## src/rtl/serial_bus_arbiter_rr_if.sv

```systemverilog
// Serial system bus bundle between masters, arbiter and slaves.
// slave modport is the arbiter side; master modport is the bus agents side.
interface serial_bus_arbiter_rr_if #(
   parameter int N_MASTERS = 2,
   parameter int N_SLAVES  = 4
);
   logic [N_MASTERS-1:0] m_req;
   logic [N_MASTERS-1:0] m_grant;
   logic [N_MASTERS-1:0] m_mode;
   logic [N_MASTERS-1:0] m_wr_bus;
   logic [N_MASTERS-1:0] m_master_valid;
   logic [N_MASTERS-1:0] m_master_ready;
   logic [N_MASTERS-1:0] m_rd_bus;
   logic [N_MASTERS-1:0] m_slave_ready;
   logic [N_MASTERS-1:0] m_slave_valid;
   logic [N_MASTERS-1:0] m_ack;
   logic [N_SLAVES-1:0]  s_mode;
   logic [N_SLAVES-1:0]  s_wr_bus;
   logic [N_SLAVES-1:0]  s_master_valid;
   logic [N_SLAVES-1:0]  s_master_ready;
   logic [N_SLAVES-1:0]  s_rd_bus;
   logic [N_SLAVES-1:0]  s_slave_ready;
   logic [N_SLAVES-1:0]  s_slave_valid;

   modport slave (
      input  m_req, m_mode, m_wr_bus,
      input  m_master_valid, m_master_ready,
      input  s_rd_bus, s_slave_ready, s_slave_valid,
      output m_grant, m_rd_bus, m_slave_ready,
      output m_slave_valid, m_ack,
      output s_mode, s_wr_bus,
      output s_master_valid, s_master_ready
   );

   modport master (
      output m_req, m_mode, m_wr_bus,
      output m_master_valid, m_master_ready,
      output s_rd_bus, s_slave_ready, s_slave_valid,
      input  m_grant, m_rd_bus, m_slave_ready,
      input  m_slave_valid, m_ack,
      input  s_mode, s_wr_bus,
      input  s_master_valid, s_master_ready
   );
endinterface

```

## src/rtl/serial_bus_arbiter_rr.sv

```systemverilog
// Round-robin serial bus arbiter with serial slave-select address decode.
// Optional idle-timeout release is enabled by defining ARB_TIMEOUT_EN.
module serial_bus_arbiter_rr #(
   parameter int N_MASTERS = 2,
   parameter int N_SLAVES  = 4,
   parameter int TIMEOUT   = 64
) (
   input  logic clk,
   input  logic rst,
   serial_bus_arbiter_rr_if.slave bus,
   output logic timeout_pulse
);
   localparam int SEL_W = $clog2(N_SLAVES);
   localparam int IDX_W = $clog2(N_MASTERS);
   localparam int CNT_W = $clog2(SEL_W) + 1;

   typedef enum logic [2:0] {
      S_IDLE,
      S_ADDR,
      S_ACK,
      S_CONN,
      S_CLEAN
   } state_t;

   state_t           state;
   logic [IDX_W-1:0] gnt_idx;
   logic [IDX_W-1:0] rr_ptr;
   logic [IDX_W-1:0] pick;
   logic [IDX_W:0]   cand;
   logic             found;
   logic [SEL_W-1:0] sel;
   logic [CNT_W-1:0] bit_cnt;
   logic             g_req;
   logic             g_mvalid;
   logic             sel_ok;

`ifdef ARB_TIMEOUT_EN
   localparam int TO_W = $clog2(TIMEOUT);
   logic [TO_W-1:0] idle_cnt;
   logic            to_q;
   assign timeout_pulse = to_q;
`else
   assign timeout_pulse = 1'b0;
`endif

   assign g_req    = bus.m_req[gnt_idx];
   assign g_mvalid = bus.m_master_valid[gnt_idx];
   assign sel_ok   = {1'b0, sel} < (SEL_W+1)'(N_SLAVES);

   // first requester at or after rr_ptr, wrapping
   always_comb begin
      pick  = rr_ptr;
      found = 1'b0;
      cand  = '0;
      for (int i = 0; i < N_MASTERS; i++) begin
         cand = {1'b0, rr_ptr} + (IDX_W+1)'(i);
         if (cand >= (IDX_W+1)'(N_MASTERS))
            cand = cand - (IDX_W+1)'(N_MASTERS);
         if (!found && bus.m_req[cand[IDX_W-1:0]]) begin
            pick  = cand[IDX_W-1:0];
            found = 1'b1;
         end
      end
   end

   // arbitration / address / connection state machine
   always_ff @(posedge clk) begin
      if (rst) begin
         state   <= S_IDLE;
         gnt_idx <= '0;
         rr_ptr  <= '0;
         sel     <= '0;
         bit_cnt <= '0;
`ifdef ARB_TIMEOUT_EN
         idle_cnt <= '0;
         to_q     <= 1'b0;
`endif
      end else begin
`ifdef ARB_TIMEOUT_EN
         to_q <= 1'b0;
`endif
         unique case (state)
            S_IDLE: begin
               if (found) begin
                  gnt_idx <= pick;
                  if (pick == IDX_W'(N_MASTERS-1))
                     rr_ptr <= '0;
                  else
                     rr_ptr <= pick + 1'b1;
                  state <= S_ADDR;
               end
            end
            S_ADDR: begin
               if (!g_req) begin
                  state <= S_CLEAN;
               end else if (g_mvalid) begin
                  sel     <= SEL_W'({sel, bus.m_wr_bus[gnt_idx]});
                  bit_cnt <= bit_cnt + 1'b1;
                  if (bit_cnt == CNT_W'(SEL_W-1))
                     state <= S_ACK;
               end
            end
            S_ACK: begin
               state <= (g_req && sel_ok) ? S_CONN : S_CLEAN;
            end
            S_CONN: begin
               if (!g_req) begin
                  state <= S_CLEAN;
`ifdef ARB_TIMEOUT_EN
               end else if (g_mvalid || bus.s_slave_valid[sel]) begin
                  idle_cnt <= '0;
               end else if (idle_cnt == TO_W'(TIMEOUT-1)) begin
                  state <= S_CLEAN;
                  to_q  <= 1'b1;
               end else begin
                  idle_cnt <= idle_cnt + 1'b1;
`endif
               end
            end
            S_CLEAN: begin
               sel     <= '0;
               bit_cnt <= '0;
`ifdef ARB_TIMEOUT_EN
               idle_cnt <= '0;
`endif
               state <= S_IDLE;
            end
            default: state <= S_IDLE;
         endcase
      end
   end

   // grant, ack and zero-latency routing from registered gnt_idx/sel
   always_comb begin
      bus.m_grant        = '0;
      bus.m_ack          = '0;
      bus.m_rd_bus       = '0;
      bus.m_slave_ready  = '0;
      bus.m_slave_valid  = '0;
      bus.s_mode         = '0;
      bus.s_wr_bus       = '0;
      bus.s_master_valid = '0;
      bus.s_master_ready = '0;
      unique case (state)
         S_ADDR: begin
            bus.m_grant[gnt_idx]       = 1'b1;
            bus.m_slave_ready[gnt_idx] = 1'b1;
         end
         S_ACK: begin
            bus.m_grant[gnt_idx] = 1'b1;
            bus.m_ack[gnt_idx]   = g_req & sel_ok;
         end
         S_CONN: begin
            bus.m_grant[gnt_idx] = 1'b1;
            bus.m_ack[gnt_idx]   = 1'b1;
            bus.s_mode[sel]         = bus.m_mode[gnt_idx];
            bus.s_wr_bus[sel]       = bus.m_wr_bus[gnt_idx];
            bus.s_master_valid[sel] = g_mvalid;
            bus.s_master_ready[sel] = bus.m_master_ready[gnt_idx];
            bus.m_rd_bus[gnt_idx]      = bus.s_rd_bus[sel];
            bus.m_slave_ready[gnt_idx] = bus.s_slave_ready[sel];
            bus.m_slave_valid[gnt_idx] = bus.s_slave_valid[sel];
         end
         default: ;
      endcase
   end
endmodule

```

## src/flat_wrapper.sv

```systemverilog
// flat-port wrapper written by rule: the top's interface ports become plain ports
module serial_bus_arbiter_rr_flat 
#(
   parameter int N_MASTERS = 2,
   parameter int N_SLAVES  = 4,
   parameter int TIMEOUT   = 64
)
  (clk, rst, timeout_pulse, bus_m_req, bus_m_mode, bus_m_wr_bus, bus_m_master_valid, bus_m_master_ready, bus_s_rd_bus, bus_s_slave_ready, bus_s_slave_valid, bus_m_grant, bus_m_rd_bus, bus_m_slave_ready, bus_m_slave_valid, bus_m_ack, bus_s_mode, bus_s_wr_bus, bus_s_master_valid, bus_s_master_ready);
  serial_bus_arbiter_rr_if #(.N_MASTERS(N_MASTERS), .N_SLAVES(N_SLAVES)) bus_i ();
  input  logic clk;
  input  logic rst;
  output logic timeout_pulse;
  input wire logic [$bits(bus_i.m_req)-1:0] bus_m_req;
  input wire logic [$bits(bus_i.m_mode)-1:0] bus_m_mode;
  input wire logic [$bits(bus_i.m_wr_bus)-1:0] bus_m_wr_bus;
  input wire logic [$bits(bus_i.m_master_valid)-1:0] bus_m_master_valid;
  input wire logic [$bits(bus_i.m_master_ready)-1:0] bus_m_master_ready;
  input wire logic [$bits(bus_i.s_rd_bus)-1:0] bus_s_rd_bus;
  input wire logic [$bits(bus_i.s_slave_ready)-1:0] bus_s_slave_ready;
  input wire logic [$bits(bus_i.s_slave_valid)-1:0] bus_s_slave_valid;
  output wire logic [$bits(bus_i.m_grant)-1:0] bus_m_grant;
  output wire logic [$bits(bus_i.m_rd_bus)-1:0] bus_m_rd_bus;
  output wire logic [$bits(bus_i.m_slave_ready)-1:0] bus_m_slave_ready;
  output wire logic [$bits(bus_i.m_slave_valid)-1:0] bus_m_slave_valid;
  output wire logic [$bits(bus_i.m_ack)-1:0] bus_m_ack;
  output wire logic [$bits(bus_i.s_mode)-1:0] bus_s_mode;
  output wire logic [$bits(bus_i.s_wr_bus)-1:0] bus_s_wr_bus;
  output wire logic [$bits(bus_i.s_master_valid)-1:0] bus_s_master_valid;
  output wire logic [$bits(bus_i.s_master_ready)-1:0] bus_s_master_ready;
  assign bus_i.m_req = bus_m_req;
  assign bus_i.m_mode = bus_m_mode;
  assign bus_i.m_wr_bus = bus_m_wr_bus;
  assign bus_i.m_master_valid = bus_m_master_valid;
  assign bus_i.m_master_ready = bus_m_master_ready;
  assign bus_i.s_rd_bus = bus_s_rd_bus;
  assign bus_i.s_slave_ready = bus_s_slave_ready;
  assign bus_i.s_slave_valid = bus_s_slave_valid;
  assign bus_m_grant = bus_i.m_grant;
  assign bus_m_rd_bus = bus_i.m_rd_bus;
  assign bus_m_slave_ready = bus_i.m_slave_ready;
  assign bus_m_slave_valid = bus_i.m_slave_valid;
  assign bus_m_ack = bus_i.m_ack;
  assign bus_s_mode = bus_i.s_mode;
  assign bus_s_wr_bus = bus_i.s_wr_bus;
  assign bus_s_master_valid = bus_i.s_master_valid;
  assign bus_s_master_ready = bus_i.s_master_ready;
  serial_bus_arbiter_rr #(.N_MASTERS(N_MASTERS), .N_SLAVES(N_SLAVES), .TIMEOUT(TIMEOUT)) u_core (.clk(clk), .rst(rst), .bus(bus_i), .timeout_pulse(timeout_pulse));
endmodule
```

## config.mk

```make
export PLATFORM = sky130hd
export DESIGN_NAME = serial_bus_arbiter_rr_flat
export DESIGN_NICKNAME = d
export VERILOG_FILES = /design/src/rtl/serial_bus_arbiter_rr_if.sv /design/src/rtl/serial_bus_arbiter_rr.sv /design/src/flat_wrapper.sv
export SDC_FILE = /design/constraint.sdc
export NUM_CORES = 1
export LEC_CHECK = 0
export CAP_MARGIN = 20
export CELL_PAD_IN_SITES_DETAIL_PLACEMENT = 0
export CELL_PAD_IN_SITES_GLOBAL_PLACEMENT = 1
export CORE_UTILIZATION = 24
export DETAILED_ROUTE_END_ITERATION = 12
export MAX_ROUTING_LAYER = met4
export PLACE_DENSITY = 0.77
export SYNTH_ARGS = -nofsm -noshare
export SYNTH_HDL_FRONTEND = slang
export SYNTH_SLANG_ARGS = --single-unit
```

## constraint.sdc

```tcl
create_clock -name clk -period 1.9 [get_ports clk]
set_clock_uncertainty 0.1 [all_clocks]
set_input_delay 0.38 -clock clk [delete_from_list [all_inputs] [get_ports clk]]
set_output_delay 0.38 -clock clk [all_outputs]
set_load 0.01 [all_outputs]
```

==> run_results.csv, run 1 <==
group,metric,value,unit
hold_path,hp-class,"reg -> reg",
route,wl_per_cell,13.71,um
setup_path,crit_cells,4,
floorplanning,io_pins,51,
floorplanning,core-area,3053,um2
floorplanning,fp.dieW,58.53,um
route,drt-pass1-iter-count,4,
sta,fin_crit,2.012,ns
power,p_per_area,391.7,nW/um2
route,routed_wl,2.921,mm
setup_path,crit_arrival,1.53,ns
hold_path,holdPathStages,1,
setup_path,setup.worst_path.end_class,"primary output",
sta,hold_violations,0,
clock_network,clock_latency,0.26,ns
yosys,ys_seq_elements,9,
placement,place_inst,199,
clock_network,cts.path.max_buffers,2,
route,drc,0,
yosys,netlist_area,767.0,um2
finish,mostFrequentLayoutCells,"buf_4, buf_2, nor2_1, dlygate4sd2_1, clkdlybuf4s50_1",
placement,port_buffers,49,
setup_path,crit_path_start_kind,"register",
yosys,syn_nets,121,
setup_path,crit_fanout,5,
finish,area_delta_synth_final,93.47,%
setup_path,worstSetupPathType,"reg -> out",
floorplanning,rows,20,
global_route,grt_pass1_wl,4.747,mm
finish,final_cells,213,
global_route,track_usage,18.32,%
yosys,synth-async-reset-ratio,0,%
setup_path,critPathBufInv,1,
route,ant_nets,0,
clock_network,cts_tree,"yes",
yosys,yosys_warnings,0,
power,p_leak,0.6529,nW
sta,timing.final.crit_share,105.9,%
setup_path,crit_family,"multiplexers",
setup_path,cp_slowest_cell,"mux4_2",
setup_path,startpoint,"u_core.sel[0]",
finish,seqCellArea,190.2,um2
clock_network,cts_root_buf,"clkbuf_4",
route,drt_iter0_markers,40,
placement,dpl_cell_area,1414,um2
global_route,met1_usage,20.59,%
finish,design_area,1484,um2
yosys,synth_edf_count,0,
power,peakVddDrop,0.2002,mV
setup_path,crit_chain,"mux4_2 -> o21ai_2 -> nor2_1 -> buf_2",
sta,drv_slew,0,
floorplanning,die_area,3426,um2
setup_path,slowest_delay,0.53,ns
sta,fmax,0.4970,GHz
setup_path,reg2reg_depth,5,
sta,setup_ws,-0.1120,ns
global_route,grt_pass1_vias,1064,
outcome,violations,"negative setup slack",
clock_network,hold_buffers,0,
route,vias,1033,
job,drv_cap,0,
floorplanning,start_util,25.12,%
global_route,met3_usage,2.418,%
global_route,use_met2,32.18,%
finish,drive_gt1_share,49.70,%
sta,rsz0062_at_grt,"yes",
yosys,ys_seq_area_share,23.49,%
yosys,ys.flop_type,"dfxtp_1",
finish,finalNetCount,195,
global_route,grt_max_degree,12,
floorplanning,die_y,58.53,um
clock_network,path_clk_slew,0.06,ns
clock_network,cts_sinks,9,
setup_path,rr_startpoint,"u_core.state[2]",
finish,final_common_cell,"buf_4",
yosys,synth_area_per_cell,7.989,um2
route,vias_per_cell,4.850,
yosys,synth_cell_types,34,
sta,setup_viol_count_final,10,
setup_path,required,1.42,ns
outcome,status,"finished, violations left",
global_route,grt-ovfl-total,0,
hold_path,min-delay-start,"u_core.rr_ptr",
placement,dp_hpwl,2.165,mm
clock_network,numCtsBuffers,3,
yosys,synthesis.instances,96,
finish,n_fill_cell,298,
global_route,antenna_found_initial,0,
placement,globalplace.congestion,0.7874,
finish,diodes,0,
clock_network,htreeDepth,1,
finish,multi_input_area,611.8,um2
global_route,busiest_layer,"met2",
[worst reg2reg max path, cell delays in order (launching register included)]
cell     delay [ns]
dfxtp_2        0.32
buf_4          0.13
buf_4          0.15
or3b_4         0.41
or4_1          0.40
a21oi_1        0.15
[routing by layer]
layer / vias up / wire length [um] / share of wire (%)
li1: 504 / - / -
met5: - / 0 / 0
met1: 485 / 1193 / 41
met4: 0 / 57 / 2.0
met2: 38 / 1507 / 52
met3: 6 / 163 / 5.6
[flip-flops by register name (all words and copies together) (netlist names)]
| register | cells |
|---|---|
| u_core.gnt_idx | 1 |
| u_core.rr_ptr | 1 |
| u_core.bit_cnt | 2 |
| u_core.state | 3 |
| u_core.sel | 2 |
[logic make-up after synthesis]
logic type	count (synthesis)	share of synthesized area (%)
compound gates	19	16.47
flops	9	23.49
other cells	1	0.4889
fa+ha+maj	1	1.631
mux	10	18.27
buf+inv	11	7.505
simple gates	45	32.14
[where the power goes]
| group | internal (mW) | switching (mW) | leakage, nW |
|---|---|---|---|
| registers | 0.199 | 0.0152 | 0.0759 |
| clock network | 0.0809 | 0.0662 | 0.0150 |
| logic | 0.124 | 0.0958 | 0.562 |
| total | 0.404 | 0.177 | 0.653 |
[metrics by stage]
stage                     worst slack [ns]  util [%]  hold slack [ns]  setup TNS, ns  power, mW
final                              -0.1120     48.61           0.3851        -0.4976     0.5813
after CTS                          -0.1294     47.21           0.3907        -0.4029     0.5765
after detailed placement           -0.6591     46.31           0.3633         -8.182     0.4281
after floorplan                     0.1664         -           0.3335              0     0.3120
after global placement             -0.5759     46.31           0.3500         -7.858     0.4241
after global routing               -0.1445     48.61           0.4246         -1.201     0.6162
[synth_stat cells, drive strengths merged (2+ instances only)]
master | number | area, um2
nand4 | 2 | 12.51
mux2 | 2 | 22.52
nor4 | 2 | 12.51
a21oi | 4 | 20.02
and2b | 2 | 17.52
mux2i | 5 | 50.05
a21o | 2 | 16.27
clkbuf | 2 | 7.510
nor3 | 4 | 20.02
buf | 6 | 38.79
nand4b | 2 | 17.52
inv | 3 | 11.26
nor2 | 22 | 82.58
dfxtp | 9 | 180.2
o31ai | 2 | 15.01
nor3b | 4 | 30.03
mux4 | 3 | 67.56
a31oi | 4 | 25.02
a211oi | 2 | 15.01
o21ai | 3 | 15.01
[final timing paths]
kind,to,slack (ns)
max,bus_m_slave_ready[1],-0.11
min,u_core.rr_ptr,0.39
max reg2reg,u_core.bit_cnt[0],0.18
min reg2reg,u_core.rr_ptr,0.39
[cell type report]
cell class	count	share of cell area (%)
clock buffer	4	1.771
inverter	3	0.7589
multi-input combinational	76	41.23
sequential	9	12.82
tap	44	3.710
timing repair buffer	77	39.71
[timing repair]
action / 4_1_cts / 5_1_grt
resized for setup: 125 / 16
buffers inserted: 13 / 0
endpoints found under the setup margin: 26 / 21
endpoints found under the hold margin: 0 / 0
pin swaps: 11 / 11
Note: power is estimated with default switching activity, not from simulation.
==> run 2: changes to the inputs <==
--- a/config.mk
+++ b/config.mk
@@ -12,6 +12,7 @@
 export DETAILED_ROUTE_END_ITERATION = 12
 export MAX_ROUTING_LAYER = met4
 export PLACE_DENSITY = 0.77
+export SKIP_CTS_REPAIR_TIMING = 1
 export SYNTH_ARGS = -nofsm -noshare
 export SYNTH_HDL_FRONTEND = slang
 export SYNTH_SLANG_ARGS = --single-unit
==> run_results.csv, run 2 (synthesis results as in run 1) <==
group,metric,value,unit
outcome,status,"finished, violations left",
outcome,violations,"negative setup slack",
sta,fmax,0.4936,GHz
setup_path,crit_fanout,5,
clock_network,cts.path.max_buffers,2,
finish,drive_gt1_share,38.65,%
hold_path,hp-class,"reg -> reg",
clock_network,cts_root_buf,"clkbuf_4",
global_route,grt_pass1_wl,4.278,mm
placement,globalplace.congestion,0.7874,
route,drt-pass1-iter-count,4,
floorplanning,fp.dieW,58.53,um
placement,port_buffers,49,
setup_path,required,1.42,ns
finish,diodes,0,
floorplanning,rows,20,
global_route,grt_max_degree,12,
route,vias_per_cell,4.792,
finish,area_delta_synth_final,97.39,%
sta,setup_viol_count_final,9,
sta,setup_ws,-0.1259,ns
power,p_leak,0.8811,nW
floorplanning,start_util,25.12,%
finish,mostFrequentLayoutCells,"dlymetal6s2s_1, buf_4, nor2_1",
sta,drv_slew,0,
finish,largest-register,"u_core.state",
clock_network,htreeDepth,1,
finish,biggestRegsByFlops,"u_core.state (3), u_core.bit_cnt (2), u_core.sel (2)",
finish,finalNetCount,189,
sta,rsz0062_at_grt,"yes",
sta,fin_setup_tns,-0.3558,ns
route,drt_iter0_markers,42,
setup_path,worstSetupPathType,"reg -> out",
global_route,grt-ovfl-total,0,
power,p_per_area,380.1,nW/um2
placement,dp_slack,-0.6591,ns
global_route,grt_pass1_vias,966,
clock_network,numCtsBuffers,3,
floorplanning,die_area,3426,um2
route,vias,992,
route,ant_nets,0,
power,finalPower,0.5754,mW
clock_network,cts_tree,"yes",
floorplanning,die_y,58.53,um
setup_path,crit_arrival,1.55,ns
finish,utilization,49.59,%
floorplanning,io_pins,51,
sta,fin_crit,2.026,ns
floorplanning,core-area,3053,um2
clock_network,path_clk_slew,0.06,ns
placement,dp_hpwl,2.165,mm
job,drv_cap,0,
power,peakVddDrop,0.1996,mV
global_route,antenna_found_initial,0,
route,routed_wl,2.849,mm
setup_path,setup.worst_path.end_class,"primary output",
route,wl_per_cell,13.76,um
sta,hold_violations,0,
clock_network,cts_sinks,9,
route,drc,0,
finish,final_common_cell,"dlymetal6s2s_1",
clock_network,clock_latency,0.26,ns
sta,timing.final.crit_share,106.6,%
setup_path,crit_path_start_kind,"register",
finish,largest_reg_flops,3,
global_route,track_usage,16.46,%
[run 2: metal layers]
layer	track usage (%)	wire length, um	up-vias	part of all wire, %
met5	-	0	-	0
met4	7.483	38	0	1.3
met3	1.978	157	4	5.5
met2	28.74	1482	35	52
met1	18.82	1171	462	41
li1	-	-	491	-
[run 2: report_power, final]
group,internal [mW],total (mW),switching (mW)
Clock,0.0808,0.146,0.0650
Combinational,0.125,0.216,0.0910
Sequential,0.199,0.214,0.0145
Total,0.405,0.575,0.171
[run 2: final cells by class]
cell class	count	area, um2
Tap cell	44	55.05
Timing Repair Buffer	71	656.9
Sequential cell	9	190.2
Fill cell	293	1539
Clock buffer	4	26.28
Inverter	3	11.26
Multi-Input combinational cell	76	574.3
[run 2: critical path: stages (launching register included)]
cell	delay, ns
dfxtp_4	0.39
mux4_2	0.53
o21ai_2	0.18
nor2_1	0.06
buf_2	0.14
[run 2: worst paths after layout]
| check | to | cells past startpoint | from | slack (ns) |
|---|---|---|---|---|
| worst max-delay path | bus_m_slave_ready[1] | 4 | u_core.sel[0] | -0.13 |
| worst min-delay path | u_core.rr_ptr | 1 | u_core.rr_ptr | 0.39 |
| worst max register to register | u_core.bit_cnt[0] | 4 | u_core.state[0] | 0.28 |
| worst min register to register | u_core.rr_ptr | 1 | u_core.rr_ptr | 0.39 |
[run 2: stage by stage]
stage                     std cells  area, um2  hold WS (ns)
after CTS                       203       1440        0.3907
final                           207       1514        0.3852
after global routing            207       1514        0.4240
after global placement          199       1414        0.3500
after floorplan                  96      767.0        0.3335
after detailed placement        199       1414        0.3633
==> run 3: changes to the inputs <==
--- a/config.mk
+++ b/config.mk
@@ -5,6 +5,7 @@
 export SDC_FILE = /design/constraint.sdc
 export NUM_CORES = 1
 export LEC_CHECK = 0
+export ABC_AREA = 0
 export CAP_MARGIN = 20
 export CELL_PAD_IN_SITES_DETAIL_PLACEMENT = 0
 export CELL_PAD_IN_SITES_GLOBAL_PLACEMENT = 1
==> results of run 3 <==
The final DEF is identical to that of run 2; final timing and power are the same.
